## src/rtl/rom_port_arbiter.sv

```systemverilog
// rom_port_arbiter: shares one synchronous palette-ROM read port between a
// strict-priority background requester (index 0) and round-robin sprite
// requesters. Saturating per-sprite starve counters let a long-denied sprite
// preempt the background path. A tag pipeline that matches the ROM latency
// returns each ROM word to the requester that issued the read.
module rom_port_arbiter #(
   parameter int N_REQ      = 3,
   parameter int ADDR_W     = 18,
   parameter int DATA_W     = 5,
   parameter int ROM_LAT    = 1,
   parameter int STARVE_MAX = 8
) (
   input  logic                    vga_clk,
   input  logic                    reset,
   input  logic [N_REQ-1:0]        req,
   input  logic [N_REQ*ADDR_W-1:0] req_addr,
   output logic [N_REQ-1:0]        gnt,
   output logic [N_REQ-1:0]        rd_valid,
   output logic [DATA_W-1:0]       rd_data,
   output logic                    bg_miss,
   output logic [ADDR_W-1:0]       rom_addr,
   input  logic [DATA_W-1:0]       rom_q
);

   localparam int IDX_W = $clog2(N_REQ);
   localparam int CNT_W = $clog2(STARVE_MAX + 1);
   localparam logic [CNT_W-1:0] STARVE_LIM = CNT_W'(STARVE_MAX);
   localparam logic [IDX_W-1:0] LAST_IDX   = IDX_W'(N_REQ - 1);
   localparam logic [IDX_W-1:0] FIRST_SPR  = IDX_W'(1);
   localparam logic [N_REQ-1:0] ONE_HOT0   = {{(N_REQ-1){1'b0}}, 1'b1};

   logic [IDX_W-1:0]   rr_ptr_q, rr_ptr_d;
   logic [CNT_W-1:0]   starve_cnt_q [1:N_REQ-1];
   logic [CNT_W-1:0]   starve_cnt_d [1:N_REQ-1];
   logic [ROM_LAT-1:0] tag_vld_q;
   logic [IDX_W-1:0]   tag_idx_q [ROM_LAT];
   logic [ADDR_W-1:0]  rom_addr_q;
   logic [N_REQ-1:0]   rd_valid_q;
   logic [DATA_W-1:0]  rd_data_q;
   logic               bg_miss_q;

   logic               starve_hit_s;
   logic               gnt_any_s;
   logic [IDX_W-1:0]   gnt_idx_s;
   logic [IDX_W:0]     rr_sum_s;
   logic [IDX_W-1:0]   rr_cand_s;
   logic [N_REQ-1:0]   gnt_s;
   logic [ADDR_W-1:0]  gnt_addr_s;

   // Grant selection: starve override (lowest index), then background, then round-robin sprites.
   always_comb begin
      logic starve_now;
      logic take;
      starve_hit_s = 1'b0;
      gnt_any_s    = 1'b0;
      gnt_idx_s    = '0;
      rr_sum_s     = '0;
      rr_cand_s    = '0;
      starve_now   = 1'b0;
      take         = 1'b0;
      // Descending scan so the lowest starving index is the last one written.
      for (int i = N_REQ - 1; i >= 1; i--) begin
         starve_now   = req[i] && (starve_cnt_q[i] >= STARVE_LIM);
         starve_hit_s = starve_hit_s | starve_now;
         gnt_idx_s    = starve_now ? IDX_W'(i) : gnt_idx_s;
      end
      if (starve_hit_s) begin
         gnt_any_s = 1'b1;
      end else if (req[0]) begin
         gnt_any_s = 1'b1;
         gnt_idx_s = '0;
      end else begin
         // Search sprites from rr_ptr upward, wrapping N_REQ-1 back to 1.
         for (int k = 0; k < N_REQ - 1; k++) begin
            rr_sum_s  = {1'b0, rr_ptr_q} + (IDX_W+1)'(k);
            rr_cand_s = (rr_sum_s > {1'b0, LAST_IDX}) ?
                        IDX_W'(rr_sum_s - (IDX_W+1)'(N_REQ - 1)) : rr_sum_s[IDX_W-1:0];
            take      = !gnt_any_s && req[rr_cand_s];
            gnt_any_s = gnt_any_s | take;
            gnt_idx_s = take ? rr_cand_s : gnt_idx_s;
         end
      end
   end

   // Decode the winner into a one-hot grant and pick its address.
   always_comb begin
      logic sel;
      gnt_s      = '0;
      gnt_addr_s = '0;
      sel        = 1'b0;
      for (int i = 0; i < N_REQ; i++) begin
         sel        = gnt_any_s && (gnt_idx_s == IDX_W'(i));
         gnt_s[i]   = sel;
         gnt_addr_s = sel ? req_addr[i*ADDR_W +: ADDR_W] : gnt_addr_s;
      end
   end

   // The grant is forced low while reset is held, even though it is combinational.
   assign gnt = reset ? '0 : gnt_s;

   // Next round-robin pointer and saturating starve counters.
   always_comb begin
      if (gnt_any_s && (gnt_idx_s != '0)) begin
         rr_ptr_d = (gnt_idx_s == LAST_IDX) ? FIRST_SPR : gnt_idx_s + FIRST_SPR;
      end else begin
         rr_ptr_d = rr_ptr_q;
      end
      for (int i = 1; i < N_REQ; i++) begin
         if (!req[i] || gnt_s[i]) begin
            starve_cnt_d[i] = '0;
         end else if (starve_cnt_q[i] < STARVE_LIM) begin
            starve_cnt_d[i] = starve_cnt_q[i] + CNT_W'(1);
         end else begin
            starve_cnt_d[i] = starve_cnt_q[i];
         end
      end
   end

   // Arbitration state, ROM address, tag pipeline and registered read return.
   always_ff @(posedge vga_clk or posedge reset) begin
      if (reset) begin
         rr_ptr_q <= FIRST_SPR;
         for (int i = 1; i < N_REQ; i++) begin
            starve_cnt_q[i] <= '0;
         end
         tag_vld_q <= '0;
         for (int k = 0; k < ROM_LAT; k++) begin
            tag_idx_q[k] <= '0;
         end
         rom_addr_q <= '0;
         rd_valid_q <= '0;
         rd_data_q  <= '0;
         bg_miss_q  <= 1'b0;
      end else begin
         rr_ptr_q <= rr_ptr_d;
         for (int i = 1; i < N_REQ; i++) begin
            starve_cnt_q[i] <= starve_cnt_d[i];
         end
         rom_addr_q   <= gnt_any_s ? gnt_addr_s : rom_addr_q;
         tag_vld_q[0] <= gnt_any_s;
         tag_idx_q[0] <= gnt_idx_s;
         for (int k = 1; k < ROM_LAT; k++) begin
            tag_vld_q[k] <= tag_vld_q[k-1];
            tag_idx_q[k] <= tag_idx_q[k-1];
         end
         // The oldest tag lines up with the edge at which rom_q holds its data.
         if (tag_vld_q[ROM_LAT-1]) begin
            rd_valid_q <= ONE_HOT0 << tag_idx_q[ROM_LAT-1];
            rd_data_q  <= rom_q;
         end else begin
            rd_valid_q <= '0;
         end
         bg_miss_q <= req[0] && !gnt_s[0];
      end
   end

   assign rd_valid = rd_valid_q;
   assign rd_data  = rd_data_q;
   assign bg_miss  = bg_miss_q;
   assign rom_addr = rom_addr_q;

endmodule

```

## config.mk

```make
export PLATFORM = sky130hd
export DESIGN_NAME = rom_port_arbiter
export DESIGN_NICKNAME = d
export VERILOG_FILES = /design/src/rtl/rom_port_arbiter.sv
export SDC_FILE = /design/constraint.sdc
export NUM_CORES = 1
export LEC_CHECK = 0
export CORE_ASPECT_RATIO = 1.2
export CORE_MARGIN = 2
export CORE_UTILIZATION = 47
export CTS_BUF_LIST = sky130_fd_sc_hd__clkbuf_4 sky130_fd_sc_hd__clkbuf_8 sky130_fd_sc_hd__clkbuf_16
export DETAILED_ROUTE_END_ITERATION = 8
export GPL_ROUTABILITY_DRIVEN = 0
export HOLD_SLACK_MARGIN = 0.06
export PLACE_DENSITY = 0.84
export SLEW_MARGIN = 20
export SYNTH_ARGS = -nofsm -noshare
export SYNTH_HDL_FRONTEND = slang
export SYNTH_SLANG_ARGS = --single-unit
```

## constraint.sdc

```tcl
create_clock -name vga_clk -period 3.7 [get_ports vga_clk]
set_input_delay 0.37 -clock vga_clk [delete_from_list [all_inputs] [get_ports vga_clk]]
set_output_delay 0.37 -clock vga_clk [all_outputs]
set_load 0.1 [all_outputs]
```

==> results of run 1 <==
==> registers in the layout (all words and copies together), names as in the netlist <==
signal and cells:
rd_data 5, rd_valid 3, rr_ptr_q 2, rom_addr 18, bg_miss 1, starve_cnt_q 8
tag_idx_q 2, tag_vld_q 1
==> area by class of cell <==
cell class	instances	share of cell area
flip-flops and latches	40	0.2956
repair buffers	100	0.2952
well taps	58	0.02140
multi-input cells	144	0.3446
inverters	8	0.008856
clock buffers	5	0.02030
clock inverters	3	0.01402
==> synthesized netlist by cell type (2+ instances only) <==
library cell / count / area share
dfrtp_1: 39 / 0.43
nor3_1: 38 / 0.083
nand2_1: 20 / 0.033
nor2b_4: 16 / 0.096
o41ai_2: 16 / 0.11
nor2_1: 11 / 0.018
buf_2: 9 / 0.020
inv_1: 8 / 0.013
mux2_2: 5 / 0.025
ha_1: 4 / 0.022
nand3_1: 4 / 0.0087
nor2b_1: 4 / 0.011
buf_4: 3 / 0.0098
clkbuf_1: 3 / 0.0049
and2_1: 2 / 0.0055
buf_6: 2 / 0.0098
nand3b_1: 2 / 0.0066
o21a_1: 2 / 0.0066
o41ai_1: 2 / 0.0076
xnor2_1: 2 / 0.0076
==> kinds of logic (layout without fill, tap and decap cells) <==
group | after synthesis | in the layout | synth area share
AOI/OAI and AO/OA | 29 | 29 | 0.1660
xor gates and xnor gates | 3 | 3 | 0.01147
adders and majority gates | 4 | 4 | 0.02185
buffers and inverters | 25 | 116 | 0.05734
DFF | 40 | 40 | 0.4375
muxes | 5 | 5 | 0.02457
and+or+nand+nor | 103 | 103 | 0.2813
==> worst register-to-register path, stage by stage, from the launching register on <==
cell	delay (ns)
dfrtp_1	0.41
and2_1	0.16
buf_4	0.21
a31o_2	0.34
buf_4	0.23
nor2b_1	0.15
o41ai_1	0.35
==> power by group through the flow <==
stage               Combinational, W  Clock, W  Sequential [W]
floorplan                   0.000307         0         0.00115
global placement             0.00113         0        0.000611
detailed placement           0.00114         0        0.000612
CTS                          0.00115  0.000375        0.000606
global route                 0.00119  0.000391        0.000619
finish                       0.00114  0.000361        0.000606
==> metrics by stage <==
| stage | instances | hold slack, ns |
|---|---|---|
| 5_1_grt | 358 | 0.4706 |
| 3_3_place_gp | 350 | 0.4304 |
| 2_1_floorplan | 209 | 0.4152 |
| 6_report | 358 | 0.4389 |
| 3_5_place_dp | 350 | 0.4290 |
| 4_1_cts | 358 | 0.4422 |
==> routing by layer <==
metal | global-route usage | up-vias | wire length [um]
met4 | 0.07347 | 0 | 73
met3 | 0.05182 | 7 | 421
met2 | 0.3647 | 76 | 2845
li1 | - | 913 | -
met5 | 0 | - | 0
met1 | 0.2734 | 926 | 2329
==> how the worst max path moves through the flow <==
| stage | start | endpoint | slack (ns) | cells past startpoint |
|---|---|---|---|---|
| final | req[1] | gnt[0] | 1.17 | 6 |
| after global routing | req[1] | gnt[0] | 1.08 | 6 |
| after CTS | req[1] | gnt[0] | 1.17 | 6 |
| after detailed placement | req[1] | gnt[0] | 1.18 | 6 |
| after global placement | req[1] | gnt[0] | 1.20 | 6 |
| after floorplan | rr_ptr_q[0] | gnt[2] | 0.28 | 4 |
==> metrics.md, run 1 <==
| Metric | Value |
|---|---|
| Result of the run | complete, no violations |
| Number of hold-slack violations in the final timing report | 0 |
| Total routing resource utilization after global routing | 0.2188 |
| Pre-CTS setup slack | 1.175 ns |
| End of the worst register-to-register path | rom_addr[16] |
| Cell area after layout | 0.003391 mm^2 |
| Synthesized area per cell | 10.96 um^2 |
| Number of instances in the synthesized netlist | 209 |
| Cell with the biggest individual delay on the critical path | clkdlybuf4s50_1 |
| Post-detail-place hpwl | 4040 um |
| Sort of element at the end of the critical path | output pin |
| Ordered list of cells on the worst path | clkdlybuf4s50_1, and2_1, buf_4, a31o_2, nor4_2, buf_12 |
| Antenna violations before repair | 0 |
| Global-route wire length before repair | 8949 um |
| Total leakage power | 1.377 nW |
| Setup crit start kind | input port |
| CTS tree | yes |
| Buffers inserted by post-CTS timing repair | 0 |
| Largest delay share family, worst path | buffers and inverters |
| Final number of setup-violating endpoints | 0 |
| Data arrival time of the critical path | 2.16 ns |
| Area enclosed by the die boundary | 0.005451 mm^2 |
| Synth-to-layout area growth | 48.01% |
| Vias per cell | 5.369 |
| Cts bufs inserted | 5 |
| Number of inserted diodes | 0 |
| # DRC | 0 |
| Area post-placement | 0.003274 mm^2 |
| Clock tree root buffer cell | clkbuf_8 |
| Part of the total power dissipated in sequential elements | 0.287 |
| Clock slew at the register clock pins of the worst setup and hold paths | 0.08 ns |
| Sequential area share after synthesis | 0.4375 |
| Syn nets | 277 |
| Total iterations of the first detailed-routing run | 4 |
| # port buffers | 93 |
| Number of gates resized after CTS | 0 |
| Number of cells traversed by the worst hold path | 1 |
| Routed Antenna Nets | 0 |
| Clock network fraction of total power | 0.171 |
| Worst supply voltage drop on vdd | 0.0004443 V |
| Worst hold path startpoint | tag_idx_q[0] |
| Max Slew Vio Count | 0 |
| Post-synth ARST share | 1.000 |
| Fraction of the cycle the final worst path needs | 0.6846 |
| Number of filler instances in the final layout | 329 |
| CTS Hold Bufs | 0 |
| Wire per inst | 15.84 um |
| Relative max-transition margin | 0.3334 |
| Final cell utilization of the core | 0.7326 |
| Largest net degree at the start of global routing | 41 |
| Vias in the first global route | 1954 |
| Data required time of the worst path | 3.33 ns |
| Power density relative to cell area | 622.0 mW/mm^2 |
| GR Overflow Total | 0 |
| Final sum of negative setup slack | 0 ns |
| Die extent in y | 80.48 um |
| Top library cells by usage in the layout, fill and taps aside | clkdlybuf4s50_1, dfrtp_1, nor3_1, nand2_1 |
| TritonCTS Sinks | 40 |
| Drt initial violations | 87 |
| Most frequently used flop master after synthesis | dfrtp_1 |
| Shortest clock period the worst path allows after layout | 2.533 ns |
| Core ar. | 0.004628 mm^2 |
| Peak clock frequency supported by timing | 0.3948 GHz |
| Combined flip-flop and latch cell area | 0.001002 mm^2 |
| Sw power | 0.001025 W |
| Warning count from the yosys run | 0 |
| Number of core rows | 27 |
| Post-synthesis sequential element count | 40 |
| Number of distinct library cells after synthesis | 37 |
| Worst Reg-to-Reg Cells | 6 |
| Starting density of the core | 0.4950 |
| Type of the most critical hold path | reg2reg |
| Count of flip-flops with a built-in enable after synthesis | 0 |
| Number of vias in the routed layout | 1922 |
| FF-to-FF setup slack | 1.74 ns |
| Worst reg2reg path startpoint | starve_cnt_q[7] |
| Total power after layout | 0.002109 W |
| Category of the most critical setup path | in2out |
| Maximum root-to-sink buffer count | 2 |
| Max-capacitance violation count | 0 |
| Most common cell after layout, fill and taps aside | clkdlybuf4s50_1 |
| Synthesized cell area | 0.002291 mm^2 |
| Final net count | 367 |
| Fraction of layout instances using a drive strength above 1 | 0.2033 |
| Internal power contribution | 0.001084 W |
| Die outline width | 67.74 um |
| Final wirelength | 5669 um |
| Number of buffer and inverter instances along the worst setup path | 3 |
| Maximum level of the CTS H-tree | 2 |
| Sw Ratio | 0.4861 |
| Pin slew with the least headroom to its limit | 0.9967 ns |
| Hold EP | rd_valid[2] |
| Worst setup slack after layout | 1.167 ns |
| Largest stage delay on the critical path | 0.49 ns |
| Clock network latency to the later pin of the worst-skew pair | 0.29 ns |
| CP max FO | 23 |
| Combinational group share of total power | 0.542 |
| IO Count | 94 |
| RSZ-0062 raised after global routing | no |
| Fin Clk Skew | 0.003885 ns |
| Total area of multi-input combinational cells | 0.001169 mm^2 |
No activity file was read; power rests on OpenSTA's default activity.
==> run 2: changes to the inputs <==
- CORE_UTILIZATION: 47 -> 39
- PLACE_DENSITY: 0.84 -> 0.74
- clock period: 3.7 -> 2.04 ns (I/O delays scaled with it)
==> metrics.md, run 2 (synthesis results as in run 1) <==
| Metric | Value |
|---|---|
| Final sum of negative setup slack | 0 ns (unchanged) |
| Maximum level of the CTS H-tree | 2 (unchanged) |
| Global-route wire length before repair | 9011 um (+0.69%) |
| Relative max-transition margin | 0.6623 (+0.3288) |
| Worst hold path startpoint | req[1] |
| # DRC | 0 (unchanged) |
| Antenna violations before repair | 0 (unchanged) |
| CP max FO | 8 (-65%) |
| Shortest clock period the worst path allows after layout | 1.959 ns |
| Number of core rows | 30 (+11%) |
| Routed Antenna Nets | 0 (unchanged) |
| FF-to-FF setup slack | 0.27 ns (-1.47 ns) |
| TritonCTS Sinks | 40 (unchanged) |
| CTS Hold Bufs | 0 (unchanged) |
| Max-capacitance violation count | 0 (unchanged) |
| Sort of element at the end of the critical path | output pin |
| Pin slew with the least headroom to its limit | 0.5066 ns (-0.4901 ns) |
| Clock tree root buffer cell | clkbuf_8 |
| Max reg flops | 18 (unchanged) |
| Number of vias in the routed layout | 1945 (+1.2%) |
| Data required time of the worst path | 1.84 ns (-1.49 ns) |
| Worst supply voltage drop on vdd | 0.0007289 V (+64%) |
| Worst Reg-to-Reg Cells | 5 (-1) |
| CTS tree | yes |
| Worst reg2reg path startpoint | rr_ptr_q[0] |
| Type of the most critical hold path | in2reg |
| Data arrival time of the critical path | 1.75 ns (-0.41 ns) |
| Maximum root-to-sink buffer count | 2 (unchanged) |
| Worst hold slack after final layout | 0.4342 ns (-0.004723 ns) |
| Vias in the first global route | 1997 (+2.2%) |
| Starting density of the core | 0.4042 (-0.09080) |
| Vias per cell | 4.937 (-8.0%) |
| Number of inserted diodes | 0 (unchanged) |
| Die extent in y | 87.96 um (+9.3%) |
| End of the worst register-to-register path | rom_addr[4] |
| Fraction of the cycle the final worst path needs | 0.9602 |
| Final cell count without fillers | 394 (+10%) |
| Start point of the critical path | rr_ptr_q[0] |
| Post-detail-place hpwl | 4098 um (+1.5%) |
| Fraction of layout instances using a drive strength above 1 | 0.3439 (+0.1406) |
| Clock slew at the register clock pins of the worst setup and hold paths | 0.09 ns (about the same) |
| Most common cell after layout, fill and taps aside | clkdlybuf4s50_1 |
| Clock network latency to the later pin of the worst-skew pair | 0.30 ns (about the same) |
| Max Slew Vio Count | 0 (unchanged) |
| Drt initial violations | 51 (-41%) |
| Power density relative to cell area | 1099 mW/mm^2 (+77%) |
| Final number of setup-violating endpoints | 0 (unchanged) |
| Die outline width | 73.97 um (+9.2%) |
| IO Count | 94 (unchanged) |
| Number of hold-slack violations in the final timing report | 0 (unchanged) |
| Area post-placement | 0.003344 mm^2 (+2.1%) |
| Total iterations of the first detailed-routing run | 4 (unchanged) |
| Final wirelength | 5673 um (about the same) |
| Top library cells by usage in the layout, fill and taps aside | clkdlybuf4s50_1, buf_4, dfrtp_1, nor3_1, nand2_1 |
| # port buffers | 93 (unchanged) |
| Total routing resource utilization after global routing | 0.1817 (-0.03708) |
| Cell area after layout | 0.003518 mm^2 (+3.8%) |
| GR Overflow Total | 0 (unchanged) |
| Total power after layout | 0.003867 W (+83%) |
| Wire per inst | 14.40 um (-9.1%) |
| Placed Cells incl. Taps | 380 (+8.6%) |
| Result of the run | complete, no violations |
| Cts bufs inserted | 5 (unchanged) |
| Category of the most critical setup path | reg2out |
| Fin Clk Skew | 0.009913 ns (+0.006027 ns) |
| Hold EP | starve_cnt_q[5] |
| Total leakage power | 1.478 nW (+7.4%) |
| RSZ-0062 raised after global routing | no |
| Synth-to-layout area growth | 53.58% |
| Core ar. | 0.005668 mm^2 (+22%) |
| Largest net degree at the start of global routing | 41 (unchanged) |
| Number of cells traversed by the worst hold path | 3 (+2) |
| Peak clock frequency supported by timing | 0.5105 GHz |
| Area enclosed by the die boundary | 0.006506 mm^2 (+19%) |
| Final net count | 381 (+3.8%) |
| Setup crit start kind | register |
run 2: report_power, final:
group          switching (W)  total (W)  internal, W
registers           0.000123    0.00110     0.000975
clock network       0.000293   0.000661     0.000368
logic                0.00148    0.00211     0.000632
total                0.00189    0.00387      0.00198
run 2: worst max-delay path by stage:
stage	endpoint	slack (ns)
final	gnt[0]	0.08
after global routing	gnt[1]	0.0007
after CTS	gnt[0]	0.01
after detailed placement	rom_addr[4]	0.009
after global placement	gnt[0]	0.05
after floorplan	gnt[0]	-0.32
run 2: per-layer routing:
layer,GRT usage,wire [um],up-vias
li1,-,-,940
met1,0.2234,2403,925
met2,0.2922,2740,70
met3,0.05178,415,10
met4,0.08595,114,0
met5,0,0,-
run 2: final cells by class:
type	instances	area [um^2]
clock inverters	3	47.55
inverters	8	33.78
repair buffers	114	1062
well taps	80	100.1
flip-flops and latches	40	1003
fillers	473	2150
clock buffers	5	68.82
multi-input cells	144	1202
run 2: per-stage QoR:
| step | util | setup WS [ns] |
|---|---|---|
| 6_report | 0.6208 | 0.08128 |
| 5_1_grt | 0.6208 | 0.0007493 |
| 4_1_cts | 0.6155 | 0.01370 |
| 3_5_place_dp | 0.5901 | 0.009390 |
| 3_3_place_gp | 0.5901 | 0.05359 |
| 2_1_floorplan | - | -0.3160 |
run 2: what timing repair did:
| action | CTS | global route |
|---|---|---|
| buffers inserted | 2 | 4 |
| cloned | 0 | 0 |
| pin swaps | 2 | 1 |
| endpoints found under the setup margin | 1 | 1 |
| resized for setup | 4 | 0 |
run 2: critical path: stages, from the launching register on:
cell and delay, ns:
dfstp_2 0.40, nand3b_1 0.18, a31o_2 0.34, nor4_4 0.31, buf_12 0.22
